[src/rtl/bin_to_bcd_x_4_if.sv]
// ---------------------------------------------------------------------------
// bin_to_bcd_x_4_if
// Bundles the request/result signals of the binary-to-BCD converter.
//   bin_in   [13:0] unsigned operand, sampled when start is accepted
//   start           conversion request, accepted only while ready=1
//   ready           converter is idle
//   bcd_out  [15:0] packed BCD result, digit 0 in [3:0], digit 3 in [15:12]
//   valid           one-cycle pulse: bcd_out/overflow were just updated
//   overflow        the converted operand was above 9999 (result clamped)
// Handshake: a request transfers on a rising clk edge where start=1 and
// ready=1; start with ready=0 is dropped (no queueing). valid is a pulse
// with no back-pressure; the result stays held until the next valid.
// master = requester (drives bin_in/start), slave = converter.
// ---------------------------------------------------------------------------
interface bin_to_bcd_x_4_if;
    logic [13:0] bin_in;
    logic        start;
    logic        ready;
    logic [15:0] bcd_out;
    logic        valid;
    logic        overflow;

    modport master (
        output bin_in, start,
        input  ready, bcd_out, valid, overflow
    );

    modport slave (
        input  bin_in, start,
        output ready, bcd_out, valid, overflow
    );
endinterface

[src/rtl/bin_to_bcd_x_4.sv]
// ---------------------------------------------------------------------------
// bin_to_bcd_x_4
// Sequential 14-bit binary to 4-digit packed BCD converter (double dabble,
// one bit per clock). Operands above 9999 are clamped to 9999 and flagged.
// Ports:
//   clk          system clock, rising edge
//   rst_n        asynchronous active-low reset
//   bus          bin_to_bcd_x_4_if.slave (bin_in/start in, ready/bcd_out/
//                valid/overflow out)
//   o_dbg_state  current FSM state (0 = IDLE, 1 = SHIFT)
// Timing: start accepted at edge N -> valid/bcd_out/overflow at edge N+14,
// ready low for exactly 14 cycles, back-to-back conversions every 15 cycles.
// ---------------------------------------------------------------------------
module bin_to_bcd_x_4 (
    input  logic              clk,
    input  logic              rst_n,
    bin_to_bcd_x_4_if.slave   bus,
    output logic              o_dbg_state
);

    typedef enum logic {
        S_IDLE  = 1'b0,
        S_SHIFT = 1'b1
    } state_t;

    state_t      r_state, w_state_nxt;
    // [29:14] four BCD digits being built, [13:0] remaining binary bits
    logic [29:0] r_scratch, w_scratch_nxt;
    logic [3:0]  r_cnt, w_cnt_nxt;
    logic        r_ovf_pending, w_ovf_pending_nxt;
    logic [15:0] r_bcd, w_bcd_nxt;
    logic        r_valid, w_valid_nxt;
    logic        r_overflow, w_overflow_nxt;

    logic [29:0] w_adj;
    logic [29:0] w_shifted;
    logic        w_clamp;

    // Add-3 correction on every BCD nibble that would reach >=10 after the
    // doubling shift. 4-bit wrap is safe: a nibble >=5 plus 3 is at most 12.
    always_comb begin
        w_adj = r_scratch;
        for (int i = 0; i < 4; i++) begin
            if (r_scratch[14 + 4*i +: 4] >= 4'd5) begin
                w_adj[14 + 4*i +: 4] = r_scratch[14 + 4*i +: 4] + 4'd3;
            end
        end
        w_shifted = w_adj << 1;
    end

    assign w_clamp = (bus.bin_in > 14'd9999);

    // State register and datapath registers
    always_ff @(posedge clk or negedge rst_n) begin
        if (!rst_n) begin
            r_state       <= S_IDLE;
            r_scratch     <= '0;
            r_cnt         <= '0;
            r_ovf_pending <= 1'b0;
            r_bcd         <= '0;
            r_valid       <= 1'b0;
            r_overflow    <= 1'b0;
        end else begin
            r_state       <= w_state_nxt;
            r_scratch     <= w_scratch_nxt;
            r_cnt         <= w_cnt_nxt;
            r_ovf_pending <= w_ovf_pending_nxt;
            r_bcd         <= w_bcd_nxt;
            r_valid       <= w_valid_nxt;
            r_overflow    <= w_overflow_nxt;
        end
    end

    // Next-state and next-datapath decode
    always_comb begin
        w_state_nxt       = r_state;
        w_scratch_nxt     = r_scratch;
        w_cnt_nxt         = r_cnt;
        w_ovf_pending_nxt = r_ovf_pending;
        w_bcd_nxt         = r_bcd;
        w_valid_nxt       = 1'b0;
        w_overflow_nxt    = r_overflow;

        case (r_state)
            S_IDLE: begin
                if (bus.start) begin
                    w_scratch_nxt     = {16'd0, (w_clamp ? 14'd9999 : bus.bin_in)};
                    w_ovf_pending_nxt = w_clamp;
                    w_cnt_nxt         = 4'd0;
                    w_state_nxt       = S_SHIFT;
                end
            end
            S_SHIFT: begin
                if (r_cnt == 4'd13) begin
                    // 14th shift: publish straight from the shifted value
                    w_bcd_nxt      = w_shifted[29:14];
                    w_overflow_nxt = r_ovf_pending;
                    w_valid_nxt    = 1'b1;
                    w_state_nxt    = S_IDLE;
                end else begin
                    w_scratch_nxt = w_shifted;
                    w_cnt_nxt     = r_cnt + 4'd1;
                end
            end
            default: begin
                w_state_nxt = S_IDLE;
            end
        endcase
    end

    assign bus.ready    = (r_state == S_IDLE);
    assign bus.bcd_out  = r_bcd;
    assign bus.valid    = r_valid;
    assign bus.overflow = r_overflow;
    assign o_dbg_state  = r_state;

endmodule

[src/flat_wrapper.sv]
// flat-port wrapper written by rule: the top's interface ports become plain ports
module bin_to_bcd_x_4_flat 
  (clk, rst_n, o_dbg_state, bus_bin_in, bus_start, bus_ready, bus_bcd_out, bus_valid, bus_overflow);
  bin_to_bcd_x_4_if bus_i ();
  input  logic clk;
  input  logic rst_n;
  output logic o_dbg_state;
  input wire logic [$bits(bus_i.bin_in)-1:0] bus_bin_in;
  input wire logic [$bits(bus_i.start)-1:0] bus_start;
  output wire logic [$bits(bus_i.ready)-1:0] bus_ready;
  output wire logic [$bits(bus_i.bcd_out)-1:0] bus_bcd_out;
  output wire logic [$bits(bus_i.valid)-1:0] bus_valid;
  output wire logic [$bits(bus_i.overflow)-1:0] bus_overflow;
  assign bus_i.bin_in = bus_bin_in;
  assign bus_i.start = bus_start;
  assign bus_ready = bus_i.ready;
  assign bus_bcd_out = bus_i.bcd_out;
  assign bus_valid = bus_i.valid;
  assign bus_overflow = bus_i.overflow;
  bin_to_bcd_x_4 u_core (.clk(clk), .rst_n(rst_n), .bus(bus_i), .o_dbg_state(o_dbg_state));
endmodule
[config.mk]
export PLATFORM = sky130hd
export DESIGN_NAME = bin_to_bcd_x_4_flat
export DESIGN_NICKNAME = d
export VERILOG_FILES = /design/src/rtl/bin_to_bcd_x_4_if.sv /design/src/rtl/bin_to_bcd_x_4.sv /design/src/flat_wrapper.sv
export SDC_FILE = /design/constraint.sdc
export NUM_CORES = 1
export LEC_CHECK = 0
export CAP_MARGIN = 40
export CORE_AREA = 2 2 68 86
export DETAILED_ROUTE_END_ITERATION = 16
export DIE_AREA = 0 0 70 88
export GPL_TIMING_DRIVEN = 0
export PLACE_DENSITY = 0.78
export SLEW_MARGIN = 40
export SYNTH_ARGS = -nofsm -noshare
export SYNTH_HDL_FRONTEND = slang
export SYNTH_SLANG_ARGS = --single-unit
[constraint.sdc]
create_clock -name clk -period 1.5 [get_ports clk]
set_input_delay 0.225 -clock clk [delete_from_list [all_inputs] [get_ports clk]]
set_output_delay 0.225 -clock clk [all_outputs]
set_load 0.02 [all_outputs]
## Yosys cells after proc, flatten, opt, wreduce, memory -nomap -nowiden

Index checks and enable logic that the tools add are counted.
W data, S select, Z words.

- Bitwise logic cells: 1
- Shift operators: 0
- Eq/ne operators: 3
- Divide/modulo/power cells: 0
- $add $sub $neg: 5
- $mul: 0
- $lt $le $gt $ge: 5
- Multiplexer cells: 16
- Reductions and logical operators: 3

Operators by type and width:

| kind | count |
|---|---|
| $mux W30 | 2 |
| $pmux W30 S2 | 1 |
| $mux W4 | 5 |
| $ge A4 B3 Y1 const B | 4 |
| $gt A14 B14 Y1 const B | 1 |
| $mux W14 | 1 |
| $add A4 B2 Y4 const B | 3 |
| $pmux W4 S2 | 1 |
| $reduce_and A2 Y1 | 3 |
| $add A4 B1 Y4 const B | 1 |
| $eq A4 B4 Y1 const B | 1 |
| $mux W1 | 4 |
| $ne A2 B2 Y1 const B | 2 |
| $add A3 B2 Y3 const B | 1 |
| $mux W3 | 1 |
| $pmux W1 S2 | 1 |
| $not A1 Y1 | 1 |

- Flip-flop bits (word level): 54
- Memory bits (writable): 0
- Logic and storage cells: 40
- Latch bits: 0
- Memories kept: 0
- ROM bits: 0
- Output and inout bits: 20
- Input bits: 17

## Logic depth before layout (Yosys ltp)

- Depth in word-level cells: 4
- Gate-level depth with buffers: 8

## Least setup slack after synthesis

Ideal clock, no wire load.

- Path type: register to register
- From: register u_core.r_cnt[0]
- To: register u_core.r_scratch[25]
- Cell stages (with the launch flop): 6
- Arrival: 1.445 ns
- Path slack: -0.071 ns
- Period minus slack after synthesis: 1.571 ns
- Path buffers: 1
- Cell sequence: dfrtp_1 > ha_1 > nand4_1 > o21ai_1 > buf_2 > a221o_1

- Cells in the longest elaborated chain, start to end: 3

Ends and longest elaborated chain:

| what | RTL line | text |
|---|---|---|
| from (decl) | bin_to_bcd_x_4.sv:29 | `logic [3:0] r_cnt, w_cnt_nxt;` |
| from (signal assigned) | bin_to_bcd_x_4.sv:66 | `r_cnt <= w_cnt_nxt;` |
| $eq A4 B4 Y1 | bin_to_bcd_x_4.sv:94 | `if (r_cnt == 4'd13) begin` |
| $ne A2 B2 Y1 (no line) | n/a |  |
| $reduce_and A2 Y1 (no line) | n/a |  |
| to (signal assigned) | bin_to_bcd_x_4.sv:65 | `r_scratch <= w_scratch_nxt;` |
| to (decl) | bin_to_bcd_x_4.sv:28 | `logic [29:0] r_scratch, w_scratch_nxt;` |

Every way passes these cells.
A chain may end at the register's enable or synchronous reset.

## Worst setup path in the final report

- From: register u_core.r_cnt[1]
- To: register u_core.r_scratch[25]

Same word-level chain as after synthesis.

==> impl_metrics.ini <==
[hold_path]
hold_depth = 3
hp-class = in -> reg
holdCritStartpoint = bus_bin_in[4]

[die]
dieArea_um2 = 6160
initial_core_util = 0.480
rows = 30
die_w_um = 70
coreArea_um2 = 5330
ios = 37
die_y_um = 88

[drt]
drc = 0
wl_per_cell_um = 16.4
drt_iter0_drc = 191
route.final.wire_length_um = 6460
vias = 2204
avgViaCountPerCell = 5.61
postRouteAntennaNets = 0
detail_route.first_pass.iterations = 4

[sta]
slew_headroom = 0.683
clock_skew_ns = 0.00739
grt_setup_unrepaired = yes
drv_slew = 0
finalSetupViolCount = 10
hold_viol = 0
timing.final.ws_setup_ns = -0.0680
max_freq_ghz = 0.638
max_slew.worst_pin.slew_ns = 0.476
post-route-period-util = 1.05
finalCriticalPeriod_ns = 1.57

[cts]
clk_latency_ns = 0.31
clockRootBuffer = clkbuf_8
cts_buffers = 5
clockBufferDepth = 2
htree_levels = 2
clk_pin_slew_worst_paths_ns = 0.10
cts_tree = built
cts.sinks = 54

[synth]
synthTopCellsByArea = dfrtp_1 53%, o21ai_0 8.0%, nand2_1 5.9%
synth_commonest_cells = 54 x dfrtp_1, 41 x o21ai_0, 40 x nand2_1
avgSynthCellArea_um2 = 9.84
ys_ff_latch = 54
ys.flop_type = dfrtp_1
synth-seq-area-share = 0.528
synth_top_area_frac = 0.528
synthesis.area_um2 = 2560
syn-num-nets = 287
synth_warnings = 0
synthArstFlopShare = 1.00
yosysTopAreaCell = dfrtp_1
yosysMostFrequentCell = dfrtp_1
ys_types = 31
syn-instance-count = 260
synth_edf_count = 0

[finish]
diodes = 0
area_delta_synth_final_pct = 43.0
nNetsFinal = 355
nFillCells = 392
drive_above_1_share = 0.313
utilization = 0.686

[run]
drv_cap = 0

[critical_path]
cp-end-kind = register
crit_arrival_ns = 1.76
path_max_fanout = 5
slowest_stage = dfrtp_1
cp_common_cell = buf_6
path_cells = inv_1 -> ha_2 -> nand4_1 -> buf_6 -> o21ai_4 -> buf_6 -> a221o_1
path_class = reg -> reg
cp-startpoint = u_core.r_cnt[1]
reg2reg_from = u_core.r_cnt[1]
required_ns = 1.70
reg2regPathDepth = 7
slowest_delay_ns = 0.38
crit_path_start_kind = register

[run_status]
violations = negative setup slack
status = complete, but fails checks

[global_route]
grt.total_usage = 0.212
antenna_found_initial = 0
grt_pass1_wl_um = 10300
grt_overflow = 0
grt_pass1_vias = 2242
grt_max_degree = 34

[placement]
dpl.hpwl_um = 3800
gp_congestion = 0.809
place_ws_ns = -0.422
port_buffers = 36

[pwr]
worst_ir_drop_vdd_uv = 1080
p_leak_nw = 1.78
p_per_area_nw_per_um2 = 2280
worst paths after layout:
check                                        end  slack, ns
min                          u_core.r_scratch[4]       0.18
min in group asynchronous   u_core.r_scratch[23]       0.35
max                         u_core.r_scratch[25]      -0.07
min reg2reg                u_core.bus.bcd_out[6]       0.48
max in group asynchronous     u_core.o_dbg_state       0.68
max reg2reg                 u_core.r_scratch[25]      -0.07
logic make-up (layout without fill, tap and decap cells):
| group | Yosys count | count (layout) | share of synthesized area |
|---|---|---|---|
| mux | 7 | 7 | 0.0293 |
| compound gates | 72 | 72 | 0.164 |
| flops | 54 | 54 | 0.528 |
| xor+xnor | 4 | 4 | 0.0137 |
| fa+ha+maj | 10 | 10 | 0.0489 |
| simple gates | 89 | 89 | 0.178 |
| buf+inv | 24 | 93 | 0.0377 |
report_power, final:
part	switching (W)	leakage, nW	internal (W)
registers	0.000569	0.679	0.00212
logic	0.00236	1.05	0.00230
clock network	0.000492	0.0585	0.000501
total	0.00342	1.78	0.00492
registers in the layout, indices dropped and copies added, names as in the netlist:
register and cells:
u_core.bus.overflow 1, u_core.o_dbg_state 1, u_core.r_cnt 4, u_core.bus.bcd_out 16
u_core.r_ovf_pending 1, u_core.r_scratch 30, u_core.bus.valid 1
layout make-up:
type	instances	area (um2)	area share
Inverter	12	47.5	0.0130
Buffer	10	72.6	0.0198
Timing Repair Buffer	63	618	0.169
Clock buffer	5	68.8	0.0188
Sequential cell	54	1350	0.370
Tap cell	64	80.1	0.0219
Multi-Input combinational cell	182	1370	0.376
Clock inverter	3	43.8	0.0120
metal layers:
layer,up-vias,wire length [um],share of wire,track usage
met3,10,228,0.035,0.0299
met1,1088,2550,0.39,0.241
li1,1049,-,-,-
met4,0,121,0.019,0.0944
met2,57,3570,0.55,0.397
met5,-,0,0,0
through the flow:
stage	power [W]	hold slack, ns	area [um2]	TNS (ns)	cells
2_1_floorplan	0.00472	-0.0706	2570	0	260
3_3_place_gp	0.00569	0.460	3020	-82.32	360
3_5_place_dp	0.00583	0.133	3030	-8.84	361
6_report	0.00834	0.183	3660	-0.280	393
5_1_grt	0.00898	0.187	3660	-3.27	393
4_1_cts	0.00734	0.281	3360	0	386
worst max-delay path, delay by kind of cell, from the launching register on:
kind / cells / cell delay (ns)
AO/OA/AOI/OAI: 2 / 0.40
adder cells (fa/ha/maj): 1 / 0.19
buffers and inverters: 3 / 0.35
flip-flops: 1 / 0.38
AND/OR/NAND/NOR: 1 / 0.13
cells in the final DEF, fill, tap and decap left out, types with 9 or more instances in the layout:
cell and n:
buf_4 23, clkdlybuf4s50_1 12, dfrtp_1 52, dlygate4sd2_1 10
dlymetal6s2s_1 12, inv_2 9, nand2_1 38, nand3_1 16
o21ai_0 19, o21ai_1 17
timing repair:
| item | CTS | global route |
|---|---|---|
| endpoints found under the setup margin | 61 | 61 |
| hold endpoints to repair | 21 | 0 |
| pin swaps | 12 | 16 |
| gates resized for setup | 45 | 84 |
| hold buffers | 1 | 0 |
| gates cloned | 1 | 0 |
| setup buffers | 17 | 7 |
Power figures use the tool's default switching activity.
